$ cat src/rtl/prefetch_pkg.sv
// Shared types and constants for the instruction prefetch queue.
package prefetch_pkg;

    localparam int ADDR_W  = 23;
    localparam int LADDR_W = 22;
    localparam int INS_W   = 16;

    typedef enum logic [1:0] {
        IDLE = 2'd0,
        REQ  = 2'd1,
        WAIT = 2'd2
    } state_e;

    localparam logic [ADDR_W-1:0] PTR_INC = 23'd2;

endpackage

$ cat src/rtl/fa23.sv
// 23-bit adder; the carry out of bit 22 is dropped, so sums wrap mod 2^23.
module fa23 (
    input  logic [22:0] a,
    input  logic [22:0] b,
    output logic [22:0] s
);

    assign s = a + b;

endmodule

$ cat src/rtl/prefetch_fifo.sv
// Circular instruction buffer: 0/1/2 pushes and 0/1 pop per cycle, with flush.
// GPU_PREFETCH_PC_OUT_EN adds a per-entry halfword address alongside the data.
module prefetch_fifo
    import prefetch_pkg::*;
#(
    parameter int DEPTH = 8,
    localparam int AW = $clog2(DEPTH),
    localparam int CW = AW + 1
) (
    input  logic              clk,
    input  logic              rst_n,
    input  logic              flush,
    input  logic [1:0]        push_n,
    input  logic [INS_W-1:0]  push_d0,
    input  logic [INS_W-1:0]  push_d1,
`ifdef GPU_PREFETCH_PC_OUT_EN
    input  logic [ADDR_W-1:0] push_a0,
    input  logic [ADDR_W-1:0] push_a1,
    output logic [ADDR_W-1:0] head_a,
`endif
    input  logic              pop,
    output logic              head_valid,
    output logic [INS_W-1:0]  head_d,
    output logic [CW-1:0]     count
);

    logic [INS_W-1:0]  mem_q [DEPTH];
`ifdef GPU_PREFETCH_PC_OUT_EN
    logic [ADDR_W-1:0] amem_q [DEPTH];
`endif
    logic [AW-1:0]     rd_q, wr_q;
    logic [CW-1:0]     cnt_q;
    logic              do_pop;

    assign head_valid = (cnt_q != '0);
    assign do_pop     = pop & head_valid;
    assign count      = cnt_q;
    // Empty reads as zero so nothing stale leaks out after reset or flush.
    assign head_d     = head_valid ? mem_q[rd_q] : '0;
`ifdef GPU_PREFETCH_PC_OUT_EN
    assign head_a     = head_valid ? amem_q[rd_q] : '0;
`endif

    always_ff @(posedge clk) begin
        if (!rst_n || flush) begin
            rd_q  <= '0;
            wr_q  <= '0;
            cnt_q <= '0;
        end else begin
            wr_q  <= wr_q + AW'(push_n);
            rd_q  <= rd_q + AW'(do_pop);
            cnt_q <= cnt_q + CW'(push_n) - CW'(do_pop);
        end
    end

    always_ff @(posedge clk) begin
        if (rst_n && !flush) begin
            if (push_n != 2'd0) begin
                mem_q[wr_q] <= push_d0;
`ifdef GPU_PREFETCH_PC_OUT_EN
                amem_q[wr_q] <= push_a0;
`endif
            end
            if (push_n == 2'd2) begin
                mem_q[wr_q + AW'(1)] <= push_d1;
`ifdef GPU_PREFETCH_PC_OUT_EN
                amem_q[wr_q + AW'(1)] <= push_a1;
`endif
            end
        end
    end

endmodule

$ cat src/rtl/gpu_prefetch_queue.sv
// Instruction prefetch: longword reads, big-endian halfword unpack, queued issue.
// GPU_PREFETCH_PC_OUT_EN adds ins_pc, the halfword address of the head entry.
module gpu_prefetch_queue
    import prefetch_pkg::*;
#(
    parameter int DEPTH = 8
) (
    input  logic               sys_clk,
    input  logic               resetl,
    input  logic               jump,
    input  logic [ADDR_W-1:0]  jump_addr,
    output logic               req,
    output logic [LADDR_W-1:0] req_addr,
    input  logic               ack,
    input  logic               rdata_valid,
    input  logic [31:0]        rdata,
    output logic               ins_valid,
    output logic [INS_W-1:0]   ins_data,
    input  logic               ins_ready,
`ifdef GPU_PREFETCH_PC_OUT_EN
    output logic [ADDR_W-1:0]  ins_pc,
`endif
    output logic               busy
);

    localparam int CW = $clog2(DEPTH) + 1;

    state_e            state_q, state_d;
    logic [ADDR_W-1:0] ptr_q, ptr_d, ptr_inc;
    logic              skip_q, skip_d;
    logic              discard_q, discard_d;
    logic [CW-1:0]     count;
    logic              in_req, in_wait, acked, data_in, issue, push_ok, pop;
    logic [1:0]        push_n;
    logic [INS_W-1:0]  push_d0;

    fa23 u_inc (
        .a (ptr_q & ~ADDR_W'(1)),
        .b (PTR_INC),
        .s (ptr_inc)
    );

`ifdef GPU_PREFETCH_PC_OUT_EN
    // Longword address of the in-flight request; ptr_q has already moved on.
    logic [LADDR_W-1:0] laddr_q, laddr_d;
    logic [ADDR_W-1:0]  push_a0;

    assign push_a0 = skip_q ? {laddr_q, 1'b1} : {laddr_q, 1'b0};
`endif

    prefetch_fifo #(.DEPTH(DEPTH)) u_fifo (
        .clk        (sys_clk),
        .rst_n      (resetl),
        .flush      (jump),
        .push_n     (push_n),
        .push_d0    (push_d0),
        .push_d1    (rdata[15:0]),
`ifdef GPU_PREFETCH_PC_OUT_EN
        .push_a0    (push_a0),
        .push_a1    ({laddr_q, 1'b1}),
        .head_a     (ins_pc),
`endif
        .pop        (pop),
        .head_valid (ins_valid),
        .head_d     (ins_data),
        .count      (count)
    );

    always_comb begin
        in_req   = (state_q == REQ);
        in_wait  = (state_q == WAIT);
        acked    = in_req & ack;
        data_in  = in_wait & rdata_valid;
        issue    = (state_q == IDLE) && (count <= CW'(DEPTH - 2)) && !jump && !discard_q;
        push_ok  = data_in & ~discard_q & ~jump;
        push_n   = push_ok ? (skip_q ? 2'd1 : 2'd2) : 2'd0;
        push_d0  = skip_q ? rdata[15:0] : rdata[31:16];
        pop      = ins_ready & ~jump;

        state_d = state_q;
        unique case (state_q)
            IDLE:    if (issue)   state_d = REQ;
            REQ:     if (ack)     state_d = WAIT;
            WAIT:    if (data_in) state_d = IDLE;
            default:              state_d = IDLE;
        endcase

        ptr_d = ptr_q;
        if (jump)       ptr_d = jump_addr & ~ADDR_W'(1);
        else if (acked) ptr_d = ptr_inc;

        skip_d = skip_q;
        if (jump)                 skip_d = jump_addr[0];
        else if (push_ok)         skip_d = 1'b0;

        // A jump with the response already on the bus needs no discard.
        discard_d = discard_q;
        if (jump)         discard_d = in_req | (in_wait & ~rdata_valid);
        else if (data_in) discard_d = 1'b0;

`ifdef GPU_PREFETCH_PC_OUT_EN
        laddr_d = acked ? ptr_q[ADDR_W-1:1] : laddr_q;
`endif
    end

    always_ff @(posedge sys_clk) begin
        if (!resetl) begin
            state_q   <= IDLE;
            ptr_q     <= '0;
            skip_q    <= 1'b0;
            discard_q <= 1'b0;
`ifdef GPU_PREFETCH_PC_OUT_EN
            laddr_q   <= '0;
`endif
        end else begin
            state_q   <= state_d;
            ptr_q     <= ptr_d;
            skip_q    <= skip_d;
            discard_q <= discard_d;
`ifdef GPU_PREFETCH_PC_OUT_EN
            laddr_q   <= laddr_d;
`endif
        end
    end

    assign req      = in_req;
    assign req_addr = ptr_q[ADDR_W-1:1];
    assign busy     = (state_q != IDLE) | discard_q;

endmodule

$ cat config.mk
export PLATFORM = sky130hd
export DESIGN_NAME = gpu_prefetch_queue
export DESIGN_NICKNAME = d
export VERILOG_FILES = /design/src/rtl/prefetch_pkg.sv /design/src/rtl/fa23.sv /design/src/rtl/prefetch_fifo.sv /design/src/rtl/gpu_prefetch_queue.sv
export SDC_FILE = /design/constraint.sdc
export NUM_CORES = 1
export LEC_CHECK = 0
export CAP_MARGIN = 10
export CORE_MARGIN = 3
export CORE_UTILIZATION = 57
export CTS_CLUSTER_SIZE = 24
export DETAILED_ROUTE_END_ITERATION = 8
export GPL_ROUTABILITY_DRIVEN = 0
export PLACE_DENSITY = 0.81
export SKIP_LAST_GASP = 1
export SYNTH_ARGS = -nofsm -noshare
export SYNTH_HDL_FRONTEND = slang
export SYNTH_SLANG_ARGS = --single-unit
$ cat constraint.sdc
create_clock -name sys_clk -period 4 [get_ports sys_clk]
set_input_delay 0.8 -clock sys_clk [delete_from_list [all_inputs] [get_ports sys_clk]]
set_output_delay 0.8 -clock sys_clk [all_outputs]
set_load 0.005 [all_outputs]
## Word level (Yosys, flattened, before mapping)

Memory sizes are Yosys's and may differ from the RTL's. A register that Yosys moved wholly into a read port is not among the register bits.
Cells that the tools add are included.

| storage, ports and cells | value |
|---|---|
| bits in registers | 37 |
| bits in writable memories | 128 |
| word-level logic and storage cells | 73 |
| memories | 1 |

Memories:

| name | depth | bits a word | read ports | clocked after Yosys merged registers in | wr ports | line | text |
|---|---|---|---|---|---|---|---|
| u_fifo.mem_q | 8 | 16 | 1 | 1 | 2 | prefetch_fifo.sv:27 | `logic [INS_W-1:0] mem_q [DEPTH];` |

| cells by class | value |
|---|---|
| add/sub/neg operators | 6 |
| magnitude comparators | 1 |
| eq/ne operators | 6 |
| muxes and demuxes | 21 |
| bitwise gates (word level) | 13 |
| reduce and logical (&&, ||, !) cells | 17 |

Operators with widths:

| cell | number |
|---|---|
| $mux W23 | 2 |
| $mux W16 | 2 |
| $add A23 B2 Y23 const B | 1 |
| $mux W1 | 10 |
| $mux W2 | 5 |
| $reduce_bool A2 Y1 | 5 |
| $and A1 B1 Y1 | 7 |
| $pmux W2 S3 | 1 |
| $add A4 B2 Y4 | 1 |
| $eq A2 B2 Y1 const B | 2 |
| $le A4 B3 Y1 const B | 1 |
| $logic_and A1 B1 Y1 | 4 |
| $ne A2 B1 Y1 const B | 2 |
| $not A1 Y1 | 4 |
| $reduce_bool A4 Y1 | 1 |
| $sub A4 B1 Y4 | 1 |
| $add A3 B1 Y3 | 1 |
| $add A3 B1 Y3 const B | 1 |
| $add A3 B2 Y3 | 1 |
| $logic_not A1 Y1 | 3 |
| $mux W3 | 1 |
| $reduce_and A3 Y1 | 1 |
| $eq A2 B1 Y1 const B | 1 |
| $logic_not A2 Y1 | 1 |
| 4 further kinds | 5 |

## Longest topological paths before layout

| logic depth | value |
|---|---|
| depth in word-level cells | 9 |
| gate-level depth with buffers | 12 |
| depth with buffers taken out | 12 |

## Modules after synthesis

Synthesis repeated with hierarchy kept, for this count alone.

| unflattened totals | value |
|---|---|
| cell total of the unflattened synthesis | 757 |
| area total of the unflattened synthesis | 9885.7 µm² |

By module, submodules not included:

| module | times used | cells each | area an instance (µm²) |
|---|---|---|---|
| prefetch_fifo | 1 | 410 | 7081.8 |
| gpu_prefetch_queue | 1 | 176 | 1557.7 |
| fa23 | 1 | 171 | 1246.2 |

## Worst setup path before layout

Ideal clock, no wire load.

| timing path | value |
|---|---|
| kind | in2reg |
| start point | input port resetl |
| end point | memory u_fifo.mem_q[0][0], enable pin |
| setup time | 414 ps |
| data arrival time | 2586 ps |
| data required time | 3586 ps |
| slack | 999 ps |
| stages on the path | 4 |
| cells stage by stage | clkinv_1 > nor2_1 > nand3_1 > o31ai_1 |

RTL lines:

| item | line | text |
|---|---|---|
| from (decl) | gpu_prefetch_queue.sv:9 | `input logic resetl,` |
| to (decl) | prefetch_fifo.sv:27 |  |

==> flow_metrics.tcl <==
set metrics [dict create \
    clockRootBuffer "clkbuf_16" \
    cts_setup_buffers 0 \
    crit_arrival_ns 2.55 \
    min_path_cells 2 \
    synth_top_area_share_pct 44.1 \
    maxSlewHeadroom_pct 46.0 \
    synthMostInstantiatedCell "mux2_2" \
    ys.flop_type "edfxtp_1" \
    dpl.cell_count 912 \
    fmax_mhz 298 \
    finish.utilization_pct 72.8 \
    r2r-end "u_fifo.mem_q[6][13]$_DFFE_PP_" \
    die_area_mm2 0.0168 \
    hold_class "reg2reg" \
    synthToLayoutAreaGrowth_pct 23.3 \
    cts-hold-fix-buffers 0 \
    htreeDepth 4 \
    tns_ns 0 \
    leakagePower_nw 3.60 \
    rsz0062_at_grt "no" \
    cp-end-kind "output port" \
    setup_viol 0 \
    rr_worst_depth 5 \
    clock-skew-final_ns 0.0103 \
    seq_area_frac_synth_pct 52.4 \
    die_w_um 130 \
    cts_buffers 17 \
    clkSinkCount 164 \
    synth_edf_count 128 \
    clk_latency_ns 0.43 \
    dr.pass1.iters 5 \
    io_buffer_count 101 \
    ys_ff_latch 164 \
    finalNonFillerCells 944 \
    worstMarginPinSlew_ns 0.804 \
    cellPowerDensity_mw_per_mm2 369 \
    ioPinCount 102 \
    cp-start-kind "register" \
    slowest_delay_ns 0.58 \
    synth.net_count 703 \
    grt_pass1_vias 6062 \
    cts.clk_slew.worst_paths_ns 0.06 \
    diodes 0 \
    drv_cap 0 \
    ir_drop_v 0.000281 \
    period_minus_slack_ns 3.35 \
    yosysTopAreaCell "edfxtp_1" \
    timing.rr.start "skip_q$_SDFFE_PN0P_" \
    startpoint "u_fifo.rd_q[0]$_SDFF_PP0_" \
    core_region_area_mm2 0.0148 \
    cts_buffer_depth 2 \
    vias_per_cell 6.30 \
    cp.required_ns 3.20 \
    synth_cells 629 \
    netlist_top_cells_area "edfxtp_1 (44%), mux2_2 (19%), dfxtp_1 (8.3%)" \
    outcome "finished, final reports clean" \
    finalHoldViolations 0 \
    crit_path_cell_trace "buf_12, mux4_2, mux2i_1, nor2_1, clkdlybuf4s50_1" \
    place.detailed.hpwl_mm 14.4 \
    synth.avg_cell_area_um2 13.9 \
    track_usage_pct 25.7 \
    antenna_found_initial 0 \
    rows 44 \
    start_util_pct 59.1 \
    drive_above_1_share_pct 33.0 \
    die-height_um 130 \
    grt_pass1_wl_mm 32.4 \
    grt-ovfl-total 0 \
    cts_resized 0 \
    worstSetupEndpoint "ins_data[14]" \
    r2r_setup_slack_ns 1.32 \
    setup.worst_path.class "reg2out" \
    grt_max_degree 31 \
    async_reset_ff_share_pct 0 \
    vias 5947 \
    final.period_utilization_pct 83.8 \
    drc_errors 0 \
    wl_per_cell_um 22.1 \
    slew_violations 0 \
    drtIter0Drc 560 \
    cp_slowest_cell "dfxtp_2" \
    synthTopCellsByCount "mux2_2 (145), edfxtp_1 (128), dfxtp_1 (36), nor2_1 (35), mux4_2 (32)" \
    finalNetCount 821 \
    ys_warn_count 0 \
    drt_wl_total_mm 20.9 \
    postRouteAntennaNets 0 \
    cp_max_fo 24 \
    synthDistinctLibCells 51 \
    syn_area_mm2 0.00872 \
    cts_tree "done" \
]
[critical path, delay by kind of cell, from the launching register on]
family / cells / cell delay, ns
simple gates: 1 / 0.06
mux: 2 / 0.75
buf+inv: 2 / 0.73
flops: 1 / 0.58
[where the power goes]
group / total, mW / internal (mW) / leakage, nW / switching (mW)
Clock: 1.69 / 1.06 / 0.313 / 0.631
Sequential: 1.90 / 1.87 / 1.45 / 0.0309
Combinational: 0.381 / 0.222 / 1.84 / 0.159
Total: 3.97 / 3.15 / 3.60 / 0.821
[worst min path at each step]
stage                                start                     end  slack [ns]
floorplan           ptr_q[19]$_SDFFE_PN0P_  ptr_q[19]$_SDFFE_PN0P_        0.49
global placement    ptr_q[19]$_SDFFE_PN0P_  ptr_q[19]$_SDFFE_PN0P_        0.50
detailed placement  ptr_q[21]$_SDFFE_PN0P_  ptr_q[21]$_SDFFE_PN0P_        0.52
CTS                 ptr_q[21]$_SDFFE_PN0P_  ptr_q[21]$_SDFFE_PN0P_        0.53
global route        ptr_q[19]$_SDFFE_PN0P_  ptr_q[19]$_SDFFE_PN0P_        0.56
finish              ptr_q[21]$_SDFFE_PN0P_  ptr_q[21]$_SDFFE_PN0P_        0.53
[stage by stage]
stage / instance area (um^2) / setup slack, ns / hold slack [ns] / power, mW
3_3_place_gp: 10100 / 0.664 / 0.500 / 2.29
5_1_grt: 10700 / 0.534 / 0.563 / 4.08
2_1_floorplan: 8720 / 0.999 / 0.495 / 2.12
3_5_place_dp: 10100 / 0.593 / 0.518 / 2.31
4_1_cts: 10700 / 0.611 / 0.528 / 3.98
6_report: 10700 / 0.647 / 0.533 / 3.97
[area by class of cell]
type                            instances  area, um^2
Multi-Input combinational cell        411        3930
Clock buffer                           27         579
Inverter                               17        63.8
Clock inverter                          5        51.3
Timing Repair Buffer                  136        1320
Tap cell                              184         230
Sequential cell                       164        4570
Fill cell                             926        4010
[layer usage]
layer	up-vias	global-route usage (%)	routed length, um
met4	0	8.56	501
met3	39	6.39	1480
li1	2684	-	-
met1	2963	33.1	8380
met2	261	42.9	10500
met5	-	0	0
[registers in the layout (all words and copies together) (netlist names)]
name / cells
discard_q: 1
ptr_q: 22
skip_q: 1
state_q: 2
u_fifo.count: 4
u_fifo.mem_q: 128
u_fifo.rd_q: 3
u_fifo.wr_q: 3
[cell usage in the layout, fill, tap and decap left out, types with 4 or more instances in the layout]
cell	Yosys	routed
mux2_2	145	145
edfxtp_1	128	128
clkdlybuf4s50_1	0	101
nor2_1	35	35
dfxtp_1	36	35
mux4_2	32	32
buf_4	1	31
clkbuf_16	0	22
nand2_1	20	20
mux2i_1	19	19
inv_1	16	16
o21ai_0	22	16
xnor2_1	15	15
nand3_1	14	14
a21oi_1	11	11
ha_1	11	11
nor3_1	8	8
and3_1	7	7
nor4_1	7	7
nand4_1	7	7
o21ai_1	0	6
or3_1	6	6
a31oi_1	5	5
nand2b_1	4	4
clkbuf_1	18	4
buf_12	0	4
[cell families (layout without fill, tap and decap cells)]
family                     after synthesis  count (layout)  share of synthesized area [%]
buffers and inverters                   54             185                           2.71
muxes                                  196             196                           29.2
and+or+nand+nor                        127             127                           7.84
DFF                                    164             164                           52.4
xor gates and xnor gates                18              18                           1.81
adders and majority gates               13              13                           2.04
AOI/OAI and AO/OA                       57              57                           4.08
Note: power is estimated with default switching activity, not from simulation.
